## src/rtl/uart_cmd_ctrl_pkg.sv

```systemverilog
// Shared constants for the UART command sequencer: FSM encoding, frame
// header, command opcodes, register reset defaults and waveform encodings.
package uart_cmd_ctrl_pkg;

  // FSM state encoding
  localparam logic [2:0] S_IDLE  = 3'd0;
  localparam logic [2:0] S_CMD   = 3'd1;
  localparam logic [2:0] S_D1    = 3'd2;
  localparam logic [2:0] S_D0    = 3'd3;
  localparam logic [2:0] S_CHK   = 3'd4;
  localparam logic [2:0] S_APPLY = 3'd5;

  localparam logic [7:0] HEADER_BYTE = 8'hAA;

  // Command opcodes
  localparam logic [7:0] CMD_WAVE    = 8'h01;
  localparam logic [7:0] CMD_FREQ    = 8'h02;
  localparam logic [7:0] CMD_AMP     = 8'h03;
  localparam logic [7:0] CMD_RUN     = 8'h04;
  localparam logic [7:0] CMD_DEFAULT = 8'h05;

  // Generator configuration reset values
  localparam logic [15:0] FREQ_RST = 16'h0100;
  localparam logic [7:0]  AMP_RST  = 8'hFF;

  // Waveform select encodings
  localparam logic [1:0] WAVE_SINE     = 2'd0;
  localparam logic [1:0] WAVE_SQUARE   = 2'd1;
  localparam logic [1:0] WAVE_TRIANGLE = 2'd2;
  localparam logic [1:0] WAVE_SAWTOOTH = 2'd3;

  // Checksum over the three payload bytes of a frame
  function automatic logic [7:0] frame_chk(input logic [7:0] cmd, input logic [7:0] d1,
                                           input logic [7:0] d0);
    return cmd ^ d1 ^ d0;
  endfunction

endpackage

```

## src/rtl/cmd_timeout_timer.sv

```systemverilog
// Inter-byte timeout counter: cleared by every accepted byte, counts while
// enabled, and flags expiry when it reaches TIMEOUT_CYC-1.
module cmd_timeout_timer #(
  parameter int unsigned TIMEOUT_CYC = 2560
) (
  input  logic clk,
  input  logic rst,
  input  logic clear,
  input  logic enable,
  output logic expire
);

  localparam int unsigned TW = (TIMEOUT_CYC > 1) ? $clog2(TIMEOUT_CYC) : 1;

  logic [TW-1:0] timer;

  assign expire = enable && (timer == TW'(TIMEOUT_CYC - 1));

  // Count cycles since the last byte; hold at the limit so it never wraps
  always_ff @(posedge clk) begin
    if (rst || clear || !enable) begin
      timer <= '0;
    end else if (!expire) begin
      timer <= timer + TW'(1);
    end
  end

endmodule

```

## src/rtl/uart_cmd_ctrl.sv

```systemverilog
// UART command sequencer: assembles HDR/CMD/D1/D0/CHK frames from received
// bytes, validates them and writes the waveform generator configuration.
module uart_cmd_ctrl
  import uart_cmd_ctrl_pkg::*;
#(
  parameter int unsigned TIMEOUT_CYC = 2560,
  parameter logic [7:0]  HEADER      = HEADER_BYTE,
  parameter int unsigned FREQ_W      = 16
) (
  input  logic              clk_16u,
  input  logic              rst,
  input  logic [7:0]        rx_data,
  input  logic              rx_ready,
  input  logic              rx_error,
  output logic [1:0]        wave_sel,
  output logic [FREQ_W-1:0] freq_word,
  output logic [7:0]        amp,
  output logic              run_en,
  output logic              cfg_update,
  output logic              frame_err,
  output logic              busy
);

  logic       rx_ready_d;
  logic [2:0] state;
  logic [7:0] cmd, d1, d0;
  logic       rise, byte_evt, err_evt;
  logic       timer_en, expire;

  assign rise     = rx_ready & ~rx_ready_d;
  assign byte_evt = rise & ~rx_error;
  assign err_evt  = rise & rx_error;
  assign busy     = (state != S_IDLE);
  assign timer_en = (state != S_IDLE) && (state != S_APPLY);

  cmd_timeout_timer #(
    .TIMEOUT_CYC(TIMEOUT_CYC)
  ) u_timer (
    .clk   (clk_16u),
    .rst   (rst),
    .clear (byte_evt),
    .enable(timer_en),
    .expire(expire)
  );

  // Frame FSM, payload capture and generator configuration registers
  always_ff @(posedge clk_16u) begin
    if (rst) begin
      rx_ready_d <= 1'b0;
      state      <= S_IDLE;
      cmd        <= '0;
      d1         <= '0;
      d0         <= '0;
      wave_sel   <= WAVE_SINE;
      freq_word  <= FREQ_RST;
      amp        <= AMP_RST;
      run_en     <= 1'b0;
      cfg_update <= 1'b0;
      frame_err  <= 1'b0;
    end else begin
      rx_ready_d <= rx_ready;
      cfg_update <= 1'b0;
      frame_err  <= 1'b0;
      case (state)
        S_IDLE: begin
          // Non-header bytes and receiver errors are dropped silently here
          if (byte_evt && rx_data == HEADER) state <= S_CMD;
        end
        S_CMD, S_D1, S_D0, S_CHK: begin
          // A byte in the expiry cycle wins over the timeout
          if (err_evt) begin
            frame_err <= 1'b1;
            state     <= S_IDLE;
          end else if (byte_evt) begin
            case (state)
              S_CMD: begin cmd <= rx_data; state <= S_D1; end
              S_D1:  begin d1  <= rx_data; state <= S_D0; end
              S_D0:  begin d0  <= rx_data; state <= S_CHK; end
              default: begin
                if (rx_data == frame_chk(cmd, d1, d0)) begin
                  state <= S_APPLY;
                end else begin
                  frame_err <= 1'b1;
                  state     <= S_IDLE;
                end
              end
            endcase
          end else if (expire) begin
            frame_err <= 1'b1;
            state     <= S_IDLE;
          end
        end
        S_APPLY: begin
          state <= S_IDLE;
          // A receiver error landing in the apply cycle aborts the write
          if (err_evt) begin
            frame_err <= 1'b1;
          end else begin
            case (cmd)
              CMD_WAVE: begin wave_sel  <= d0[1:0];  cfg_update <= 1'b1; end
              CMD_FREQ: begin freq_word <= {d1, d0}; cfg_update <= 1'b1; end
              CMD_AMP:  begin amp       <= d0;       cfg_update <= 1'b1; end
              CMD_RUN:  begin run_en    <= d0[0];    cfg_update <= 1'b1; end
              CMD_DEFAULT: begin
                wave_sel   <= WAVE_SINE;
                freq_word  <= FREQ_RST;
                amp        <= AMP_RST;
                run_en     <= 1'b0;
                cfg_update <= 1'b1;
              end
              default: frame_err <= 1'b1;
            endcase
          end
        end
        default: state <= S_IDLE;
      endcase
    end
  end

endmodule
```

## config.mk

```make
export PLATFORM = sky130hd
export DESIGN_NAME = uart_cmd_ctrl
export DESIGN_NICKNAME = d
export VERILOG_FILES = /design/src/rtl/uart_cmd_ctrl_pkg.sv /design/src/rtl/cmd_timeout_timer.sv /design/src/rtl/uart_cmd_ctrl.sv
export SDC_FILE = /design/constraint.sdc
export NUM_CORES = 1
export LEC_CHECK = 0
export BUFFER_PORTS_ARGS = -buffer_cell sky130_fd_sc_hd__buf_2
export CAP_MARGIN = 10
export CORE_MARGIN = 2
export CORE_UTILIZATION = 60
export DETAILED_ROUTE_END_ITERATION = 8
export HOLD_SLACK_MARGIN = 0.02
export PLACE_DENSITY = 0.82
export SKIP_LAST_GASP = 1
export SLEW_MARGIN = 20
export SYNTH_ARGS = -nofsm -noshare
export SYNTH_HDL_FRONTEND = slang
export SYNTH_SLANG_ARGS = --single-unit
```

## constraint.sdc

```tcl
create_clock -name clk_16u -period 4.9 [get_ports clk_16u]
set_input_delay 0.49 -clock clk_16u [delete_from_list [all_inputs] [get_ports clk_16u]]
set_output_delay 0.49 -clock clk_16u [all_outputs]
set_load 0.1 [all_outputs]
```

==> results.py <==
metrics = {
    "timing": {
        "hold_viol_final": 0,
        "slew-limit-headroom_pct": 30.8,
        "fin_skew_ns": 0.00723,
        "max_freq_mhz": 378,
        "slew_viol_final": 0,
        "rsz0062_at_grt": "false",
        "min_period_over_period_pct": 53.9,
        "timing.hold.ws_ns": 0.375,
        "finalSetupViolations": 0,
        "period_minus_slack_ns": 2.64,
        "worstMarginPinSlew_ns": 1.04,
        "setup_tns_ns": 0,
    },
    "cts": {
        "cts.sinks": 69,
        "htree_levels": 3,
        "cts_tree": "built",
        "holdBufCountCts": 0,
        "cts-root-buf": "clkbuf_8",
        "cts_buffers": 9,
        "clk-insertion-delay-late_ns": 0.35,
        "post_cts.repair.setup_buffers": 0,
        "cts_buffer_depth": 2,
        "cts.repair.resized": 0,
        "clk_pin_slew_ns": 0.07,
    },
    "global_route": {
        "grt_pass1_wl_um": 11400,
        "grt-ovfl-total": 0,
        "track_usage_pct": 24.3,
        "antenna_found_initial": 0,
        "grt_start_max_net_pins": 59,
        "grt_pass1_vias": 2361,
    },
    "worst_setup_path": {
        "crit_path_max_incr_delay_ns": 0.61,
        "cp_max_fo": 30,
        "rrSetupSlack_ns": 2.26,
        "critPathCaptureType": "flop",
        "rr_worst_depth": 5,
        "cp_slowest_cell": "or4_4",
        "cp_data_required_time_ns": 5.17,
        "critical_path_class": "reg2reg",
        "crit_path_cell_trace": "or4_4 > a2111oi_4 > o21ai_2 > or3b_2 > a21oi_1",
        "arrival_ns": 2.91,
        "critPathLaunchType": "flop",
    },
    "placement": {
        "portBuffers": 41,
        "place_hpwl_um": 4570,
        "place_congestion": 0.818,
    },
    "pwr": {
        "switchingPower_uw": 246,
        "p_seq_share_pct": 49.5,
        "swShare_pct": 21.7,
        "p_int_uw": 887,
        "p_clk_share_pct": 47.4,
        "power.leakage_nw": 1.56,
        "ir_drop_mv": 0.220,
        "power_density_nw_per_um2": 309,
        "comb_power_share_pct": 3.1,
    },
    "floorplan": {
        "row_count": 26,
        "io-pin-count": 42,
        "start_util_pct": 62.6,
        "dieArea_um2": 5960,
        "die_x_um": 77.2,
        "die_y_um": 77.2,
        "core_um2": 5140,
    },
    "layout": {
        "nets": 405,
        "insertedDiodeCount": 0,
        "fill_cells": 424,
        "post-route-util_pct": 71.2,
        "drive_gt1_share_pct": 16.4,
        "syn2layout_area_growth_pct": 13.9,
        "register_area_um2": 1380,
        "final_cell_mix": "dfxtp_1, nor2_1, buf_2",
        "mostFrequentLayoutCell": "dfxtp_1",
        "multi_input_area_um2": 1740,
    },
    "yosys": {
        "synth_seq_area_share_pct": 43.0,
        "synth.top_cells.by_area": "dfxtp_1, xnor2_1, mux2i_1",
        "synth.net_count": 378,
        "synth_largest_area_cell": "dfxtp_1",
        "yosysWarnings": 0,
        "synth_area_per_cell_um2": 8.81,
        "synth-main-ff-cell": "dfxtp_1",
        "async_flop_share_pct": 0,
        "syn_inst": 365,
        "synth_edf_count": 0,
        "synth_top_area_share_pct": 43.0,
        "synth-seq-cells": 69,
        "synth_cell_types": 47,
        "netlist_area_um2": 3220,
    },
    "worst_hold_path": {
        "min_path_cells": 2,
        "hp-class": "in2reg",
    },
    "detailed_routing": {
        "drt_wl_total_um": 6930,
        "routed-via-count": 2608,
        "final_antenna_net_count": 0,
        "first_iter_violations": 158,
        "vias_per_cell": 5.58,
        "wire_per_inst_um": 14.8,
        "dr.pass1.iters": 4,
        "drc": 0,
    },
    "run_status": {
        "status": "complete, no violations",
    },
    "job": {
        "cap_violations": 0,
    },
}
[Yosys cell counts, drive strengths merged, types with 4 or more instances]
master,n
a2111oi,4
a211oi,5
a21oi,29
a31oi,4
clkbuf,23
dfxtp,69
inv,4
mux2i,20
nand2,31
nand3,14
nand3b,5
nor2,44
nor2b,7
nor3,10
o21ai,5
o21bai,10
or3b,13
xnor2,24
xor2,10
[sequential cells by signal (all words and copies together) (netlist names)]
name	flops
amp	8
d1	8
d0	8
freq_word	16
state	3
u_timer.timer	12
rx_ready_d	1
run_en	1
cmd	8
wave_sel	2
frame_err	1
cfg_update	1
[per-stage QoR]
step,setup WS (ns),instances,total power [mW],cell area (µm²)
finish,2.26,467,1.13,3660
global route,2.05,467,1.17,3660
CTS,2.27,467,1.14,3650
detailed placement,2.23,451,0.608,3420
global placement,2.32,451,0.608,3420
floorplan,2.80,365,0.595,3220
[cell families (layout without fill, tap and decap cells)]
kind of cell    Yosys count  in the layout  share of synthesized area [%]
simple gates            146            146                           23.7
fa+ha+maj                 2              2                          0.700
compound gates           64             64                           13.2
mux                      21             21                           6.58
buf+inv                  29             61                           3.54
xor+xnor                 34             34                           9.26
flops                    69             69                           43.0
[worst max-delay path: cells and delay by family (launching register included)]
family             cells  cell delay (ns)
and+or+nand+nor        2             1.16
AOI/OAI and AO/OA      3             1.05
DFF                    1             0.34
[power groups by stage]
stage | Combinational (mW) | Sequential (mW) | Clock, mW
floorplan | 0.0205 | 0.574 | 0
global placement | 0.0340 | 0.574 | 0
detailed placement | 0.0343 | 0.574 | 0
CTS | 0.0347 | 0.561 | 0.541
global route | 0.0378 | 0.561 | 0.568
finish | 0.0351 | 0.561 | 0.537
[cell type report]
cell class | count | share of cell area (%)
inverter | 4 | 0.410
sequential | 69 | 37.7
multi-input combinational | 267 | 47.5
timing repair buffer | 41 | 5.60
clock inverter | 5 | 2.26
clock buffer | 11 | 4.14
tap | 70 | 2.39
[metal layers]
metal  up-vias  wire [µm]  track usage, %  part of all wire (%)
li1       1316          -               -                     -
met1      1203       3230            32.6                    47
met2        80       3210            36.7                    46
met3         9        412            7.41                   5.9
met4         0         80            9.29                   1.2
met5         -          0               0                     0
[final timing paths]
check / startpoint / end
setup / recovery: cmd[4] / freq_word[4]
hold / removal: rx_ready / rx_ready_d
setup reg to reg: cmd[4] / freq_word[4]
hold reg to reg: freq_word[11] / freq_word[11]
No activity file was read; power rests on OpenSTA's default activity.
